`src/rtl/regfile_wr_arbiter.sv`:
```
// Register-file write-port arbiter.
// Two writeback sources (0 = ALU, 1 = load) share the single register-file
// write port. Grants alternate round-robin under contention, and an accepted
// write reaches the register file one cycle later.
//
// Handshake: a requester raises reqN_valid with reqN_reg/reqN_data and holds
// them stable until it sees reqN_ready high in the same cycle. valid & ready
// in a cycle means the write is accepted at that rising edge. ready is never
// high without valid, and at most one ready is high per cycle. Unaccepted
// requests are not buffered here; the requester keeps presenting them.
module regfile_wr_arbiter #(
  parameter int DATA_W   = 64,
  parameter int ADDR_W   = 5,
  parameter int ZERO_REG = 31
) (
  input  logic              clk,
  input  logic              reset_n,
  input  logic              stall,
  input  logic              req0_valid,
  input  logic [ADDR_W-1:0] req0_reg,
  input  logic [DATA_W-1:0] req0_data,
  output logic              req0_ready,
  input  logic              req1_valid,
  input  logic [ADDR_W-1:0] req1_reg,
  input  logic [DATA_W-1:0] req1_data,
  output logic              req1_ready,
  output logic              RegWrite,
  output logic [ADDR_W-1:0] WriteRegister,
  output logic [DATA_W-1:0] WriteData,
  output logic              last_grant
);

  // Index of the hard-wired zero register, sized to the write index.
  localparam logic [ADDR_W-1:0] ZERO_IDX = ADDR_W'(ZERO_REG);

  // Round-robin state: which requester was granted most recently.
  typedef enum logic {
    LAST0 = 1'b0,
    LAST1 = 1'b1
  } state_t;

  state_t state;

  logic grant0;
  logic grant1;

  // Grant selection: stall or reset blocks everything, a lone requester
  // always wins, contention goes to the requester not granted last time.
  always_comb begin
    grant0 = 1'b0;
    grant1 = 1'b0;
    if (reset_n && !stall) begin
      if (req0_valid && req1_valid) begin
        if (state == LAST0) begin
          grant1 = 1'b1;
        end else begin
          grant0 = 1'b1;
        end
      end else begin
        grant0 = req0_valid;
        grant1 = req1_valid;
      end
    end
  end

  assign req0_ready = grant0;
  assign req1_ready = grant1;
  assign last_grant = logic'(state);

  // Arbiter state and registered write port. Reset leaves LAST1 so that
  // requester 0 wins the first contention. Writes to the zero register
  // still update index/data but never raise the write enable.
  always_ff @(posedge clk or negedge reset_n) begin
    if (!reset_n) begin
      state         <= LAST1;
      RegWrite      <= 1'b0;
      WriteRegister <= '0;
      WriteData     <= '0;
    end else begin
      RegWrite <= 1'b0;
      if (grant0) begin
        state         <= LAST0;
        RegWrite      <= (req0_reg != ZERO_IDX);
        WriteRegister <= req0_reg;
        WriteData     <= req0_data;
      end else if (grant1) begin
        state         <= LAST1;
        RegWrite      <= (req1_reg != ZERO_IDX);
        WriteRegister <= req1_reg;
        WriteData     <= req1_data;
      end
    end
  end

endmodule
```
`config.mk`:
```
export PLATFORM = sky130hd
export DESIGN_NAME = regfile_wr_arbiter
export DESIGN_NICKNAME = d
export VERILOG_FILES = /design/src/rtl/regfile_wr_arbiter.sv
export SDC_FILE = /design/constraint.sdc
export NUM_CORES = 1
export LEC_CHECK = 0
export CAP_MARGIN = 5
export CORE_MARGIN = 8
export CORE_UTILIZATION = 36
export DETAILED_ROUTE_END_ITERATION = 16
export HOLD_SLACK_MARGIN = 0.12
export PLACE_DENSITY = 0.78
export REMOVE_ABC_BUFFERS = 1
export SLEW_MARGIN = 10
export SYNTH_ARGS = -nofsm -noshare
export SYNTH_HDL_FRONTEND = slang
export SYNTH_SLANG_ARGS = --single-unit
```
`constraint.sdc`:
```
create_clock -name clk -period 3.6 [get_ports clk]
set_input_delay 0.9 -clock clk [delete_from_list [all_inputs] [get_ports clk]]
set_output_delay 0.9 -clock clk [all_outputs]
set_load 0.01 [all_outputs]
```
==> results of run 1 <==
==> cell usage after synthesis (all sizes together) <==
master	count	area, µm²
a211oi	1	7.51
a21oi	2	10.0
a221o	3	30.0
and2	1	6.26
and2b	1	7.51
and3b	1	8.76
buf	13	76.3
clkbuf	30	113
dfrtp	70	1750
dfstp	1	26.3
inv	67	251
nand2	1	3.75
nand2b	2	12.5
nand3	67	335
nand3b	2	15.0
nand4	1	6.26
nor2	3	13.8
nor2b	1	6.26
nor3	2	10.0
nor3b	2	15.0
nor4	1	6.26
o21ai	67	335
o311ai	66	578
==> cell usage in the layout (no fill, tap or decap), types with 2 or more instances in the layout <==
cell type / count
clkbuf_1: 2
a221o_1: 3
clkdlybuf4s50_1: 214
nand3b_1: 2
o311ai_1: 66
nor3_1: 2
clkbuf_8: 10
a21oi_1: 2
inv_1: 67
dfrtp_1: 70
nor3b_1: 2
clkinv_2: 3
buf_4: 13
nor2_4: 2
nand2b_2: 2
o21ai_0: 66
nand3_1: 67
==> registers in the layout, indices dropped and copies added, names as in the netlist <==
name and cells:
RegWrite 1, WriteData 64, WriteRegister 5, last_grant 1
==> routing by layer <==
layer	global-route usage	up-vias	share of wire
met5	0	-	0
met4	0.0830	0	0.021
met3	0.0714	24	0.11
met2	0.340	181	0.47
met1	0.246	1958	0.41
li1	-	1866	-
==> final cells by class <==
cell class | instances | area share
multi-input cells | 224 | 0.236
clock buffers | 12 | 0.0239
well taps | 133 | 0.0274
clock inverters | 4 | 0.00740
repair buffers | 228 | 0.371
inverters | 67 | 0.0413
flip-flops and latches | 71 | 0.292
==> worst max path at each step <==
stage	slack, ps	endpoint	from	depth (start not counted)
floorplan	-80	WriteRegister[1]	req1_valid	2
global placement	270	req1_ready	stall	4
detailed placement	250	req1_ready	stall	4
CTS	250	req1_ready	stall	4
global route	160	req1_ready	stall	4
finish	230	req1_ready	stall	4
==> logic make-up after synthesis <==
kind of cell,after synthesis,synth area share
AOI/OAI and AO/OA,139,0.265
buffers and inverters,110,0.121
DFF,71,0.490
and+or+nand+nor,85,0.123
==> power by group through the flow <==
stage / Combinational [W] / Sequential, W / Clock [W]
6_report: 0.000907 / 0.00103 / 0.000629
4_1_cts: 0.000920 / 0.00103 / 0.000640
2_1_floorplan: 0.000235 / 0.00111 / 0
5_1_grt: 0.000981 / 0.00105 / 0.000679
3_3_place_gp: 0.000900 / 0.00103 / 0
3_5_place_dp: 0.000917 / 0.00105 / 0
==> critical path: cells and delay by family <==
kind                   cells  cell delay, ps
buffers and inverters      2            1060
AND/OR/NAND/NOR            2             500
==> stage by stage <==
stage               setup slack, ps  instance area (µm²)
floorplan                     -80.1                 3440
global placement                274                 5890
detailed placement              246                 5890
CTS                             246                 6080
global route                    158                 6080
finish                          231                 6080
==> impl_metrics.env, run 1 <==
export IMPL_path_common_cell="clkdlybuf4s50_1"
export IMPL_syn_inst=405
export IMPL_p_per_area_nw_per_um2=422
export IMPL_cp_slowest_cell="clkdlybuf4s50_1"
export IMPL_crit_path_start_kind="input pin"
export IMPL_synth_area_um2=3630
export IMPL_dp_hpwl_mm=10.4
export IMPL_cts_buffers=9
export IMPL_max_cap_viol_count=0
export IMPL_status="complete, no violations"
export IMPL_vias_per_cell=5.45
export IMPL_wire_per_inst_um=19.5
export IMPL_finalHoldViolCount=0
export IMPL_cp_end_kind="output port"
export IMPL_placedCellCount=723
export IMPL_finalSetupViolations=0
export IMPL_hold_buffers=0
export IMPL_r2r_cells=4
export IMPL_cts_resized=0
export IMPL_r2r_setup_slack_ps=1630
export IMPL_numPortBuffers=215
export IMPL_die_w_um=116
export IMPL_ir_drop_uv=191
export IMPL_p_int_w=0.00180
export IMPL_pwr_share_seq=0.402
export IMPL_start_util=0.371
export IMPL_antenna_found_initial=0
export IMPL_power_switching_w=0.000763
export IMPL_clock_path_buffers=2
export IMPL_pin_count=216
export IMPL_worst_path_max_fanout=5
export IMPL_layout_min_cycle_time_ps=3370
export IMPL_path_class="input pin to output port"
export IMPL_synth_seq_cells=71
export IMPL_final_nets=744
export IMPL_worst_slew_pin_slew_ps=787
export IMPL_r2r_start="last_grant"
export IMPL_ff_latch_area_um2=1780
export IMPL_fin_skew_ps=10.1
export IMPL_ant_nets=0
export IMPL_routed_wl_mm=14.4
export IMPL_swShare=0.297
export IMPL_synth_cell_types=27
export IMPL_dr_pass1_iters=4
export IMPL_fillCellCount=832
export IMPL_drv_slew=0
export IMPL_dr_total_vias=4029
export IMPL_fp_dieH_um=116
export IMPL_fp_row_count=36
export IMPL_grt_pass1_wl_mm=22.0
export IMPL_slowest_delay_ps=600
export IMPL_r2r_end="WriteData[2]"
export IMPL_min_to="WriteData[19]"
export IMPL_syn_area_per_cell_um2=8.95
export IMPL_drc_errors=0
export IMPL_cts_root_buf="clkbuf_8"
export IMPL_final_period_utilization=0.936
export IMPL_tritoncts="built"
export IMPL_holdPathStages=2
export IMPL_n_antenna_cell=0
export IMPL_rsz0062_at_grt="false"
export IMPL_cp_required_ps=2700
export IMPL_cts_sinks=71
export IMPL_slew_headroom=0.476
export IMPL_crit_arrival_ps=2470
export IMPL_area_delta_synth_final_pct=67.8
export IMPL_yosysWarnings=0
export IMPL_fmax_mhz=297
export IMPL_grt_remaining_overflow=0
export IMPL_drive_gt1_frac=0.0578
export IMPL_die_area_um2=13500
export IMPL_final_core_util=0.622
export IMPL_gp_congestion=0.840
export IMPL_grt_max_degree=69
export IMPL_ctsHtreeMaxLevel=3
export IMPL_instances_no_fill=739
export IMPL_clock_power_share=0.245
export IMPL_grt_pass1_vias=4205
export IMPL_whs_ps=518
export IMPL_clkLatencyLatePin_ps=350
export IMPL_drt_iter0_markers=404
export IMPL_yosysSeqAreaShare=0.490
export IMPL_fin_setup_tns_ps=0
export IMPL_leakage_nw=2.50
export IMPL_multiInputGateArea_um2=1440
export IMPL_hp_class="register to register"
export IMPL_grtUsageTotal=0.208
export IMPL_path_clk_slew_ps=70
export IMPL_core_area_um2=9770
export IMPL_combPwrFrac=0.353
export IMPL_hp_start="WriteData[19]"
export IMPL_cp_cell_sequence="clkdlybuf4s50_1 > nand3b_1 > nor2_1 > clkdlybuf4s50_1"
export IMPL_cts_setup_buffers=0
export IMPL_total_power_w=0.00257
(Power assumes the default switching activity.)
==> inputs of run 2 (changes only) <==
- MAX_ROUTING_LAYER: default -> met4
==> impl_metrics.env, run 2 (synthesis results as in run 1) <==
export IMPL_cp_required_ps=2700
export IMPL_slew_headroom=0.474
export IMPL_dp_hpwl_mm=10.4
export IMPL_die_w_um=116
export IMPL_pin_count=216
export IMPL_clkLatencyLatePin_ps=350
export IMPL_grt_max_degree=69
export IMPL_fp_dieH_um=116
export IMPL_largest_reg_flops=64
export IMPL_grt_remaining_overflow=0
export IMPL_r2r_setup_slack_ps=1630
export IMPL_drive_gt1_frac=0.0578
export IMPL_hold_buffers=0
export IMPL_top_regs="WriteData x64, WriteRegister x5"
export IMPL_fillCellCount=832
export IMPL_r2r_start="last_grant"
export IMPL_antenna_found_initial=0
export IMPL_ctsHtreeMaxLevel=3
export IMPL_layout_min_cycle_time_ps=3370
export IMPL_p_per_area_nw_per_um2=422
export IMPL_ir_drop_uv=190
export IMPL_fin_setup_tns_ps=0
export IMPL_crit_path_end="req1_ready"
export IMPL_design_area_um2=6080
export IMPL_hp_class="register to register"
export IMPL_ant_nets=0
export IMPL_cp_slowest_cell="clkdlybuf4s50_1"
export IMPL_cts_setup_buffers=0
export IMPL_worstPathBufferInverterCount=2
export IMPL_hp_start="WriteData[33]"
export IMPL_max_cap_viol_count=0
export IMPL_slowest_delay_ps=600
export IMPL_r2r_cells=4
export IMPL_worst_path_max_fanout=5
export IMPL_finalHoldViolCount=0
export IMPL_grtUsageTotal=0.214
export IMPL_cp_top_family="buffers and inverters"
export IMPL_grt_pass1_wl_mm=21.9
export IMPL_dr_pass1_iters=4
export IMPL_die_area_um2=13500
export IMPL_fmax_mhz=297
export IMPL_fp_row_count=36
export IMPL_holdPathStages=2
export IMPL_final_period_utilization=0.936
export IMPL_cts_resized=0
export IMPL_area_delta_synth_final_pct=67.8
export IMPL_final_core_util=0.622
export IMPL_drt_iter0_markers=404
export IMPL_path_class="input pin to output port"
export IMPL_rsz0062_at_grt="false"
export IMPL_drv_slew=0
export IMPL_vias_per_cell=5.43
export IMPL_routed_wl_mm=14.3
export IMPL_final_nets=744
export IMPL_finalSetupViolations=0
export IMPL_r2r_end="WriteData[27]"
export IMPL_tritoncts="built"
export IMPL_fin_skew_ps=9.30
export IMPL_grt_pass1_vias=4222
export IMPL_total_power_w=0.00256
export IMPL_cp_end_kind="output port"
export IMPL_cp_cell_sequence="clkdlybuf4s50_1 > nand3b_1 > nor2_1 > clkdlybuf4s50_1"
export IMPL_cts_buffers=9
export IMPL_crit_start="stall"
export IMPL_cts_sinks=71
export IMPL_placedCellCount=723
export IMPL_worst_slew_pin_slew_ps=788
export IMPL_drc_errors=0
export IMPL_clock_path_buffers=2
export IMPL_status="complete, no violations"
export IMPL_wire_per_inst_um=19.3
export IMPL_dpl_cell_area_um2=5890
export IMPL_core_area_um2=9770
export IMPL_largest_register="WriteData"
export IMPL_leakage_nw=2.50
export IMPL_crit_path_start_kind="input pin"
export IMPL_n_antenna_cell=0
export IMPL_gp_congestion=0.853
export IMPL_start_util=0.371
export IMPL_numPortBuffers=215
export IMPL_final_cell_mix="clkdlybuf4s50_1, dfrtp_1, inv_1, nand3_1"
export IMPL_final_common_cell="clkdlybuf4s50_1"
export IMPL_cts_root_buf="clkbuf_8"
export IMPL_cp_num_cells=4
export IMPL_instances_no_fill=739
export IMPL_path_common_cell="clkdlybuf4s50_1"
export IMPL_path_clk_slew_ps=70
export IMPL_dr_total_vias=4014
export IMPL_crit_arrival_ps=2470
## run 2: layout make-up
class / count / area, µm² / share of cell area
clock buffers: 12 / 145 / 0.0239
inverters: 67 / 251 / 0.0413
multi-input cells: 224 / 1440 / 0.236
flip-flops and latches: 71 / 1780 / 0.292
well taps: 133 / 166 / 0.0274
clock inverters: 4 / 45.0 / 0.00740
repair buffers: 228 / 2260 / 0.371
## run 2: worst min path at each step
stage                            end
global route        WriteRegister[1]
floorplan                 last_grant
detailed placement     WriteData[19]
finish                 WriteData[33]
CTS                    WriteData[19]
global placement    WriteRegister[1]
## run 2: report_power, final
group	switching (W)	total (W)	internal [W]	leakage [nW]
clock	0.000292	0.000628	0.000336	0.100
sequential	0.0000781	0.00103	0.000952	0.853
combinational	0.000391	0.000907	0.000516	1.55
## run 2: per-stage QoR
stage               hold WS, ps  setup slack, ps
floorplan                   532            -80.1
global placement            498              274
detailed placement          506              246
CTS                         521              246
global route                539              158
finish                      519              230
## run 2: layer usage
layer	wire length [µm]	track usage
met3	1320	0.0569
met4	318	0.0830
met5	0	-
met2	6700	0.338
met1	5960	0.256
## run 2: worst min-delay path, delay by kind of cell (launching register included)
family | cells | cell delay [ps]
flip-flops | 1 | 340
AO/OA/AOI/OAI | 2 | 150
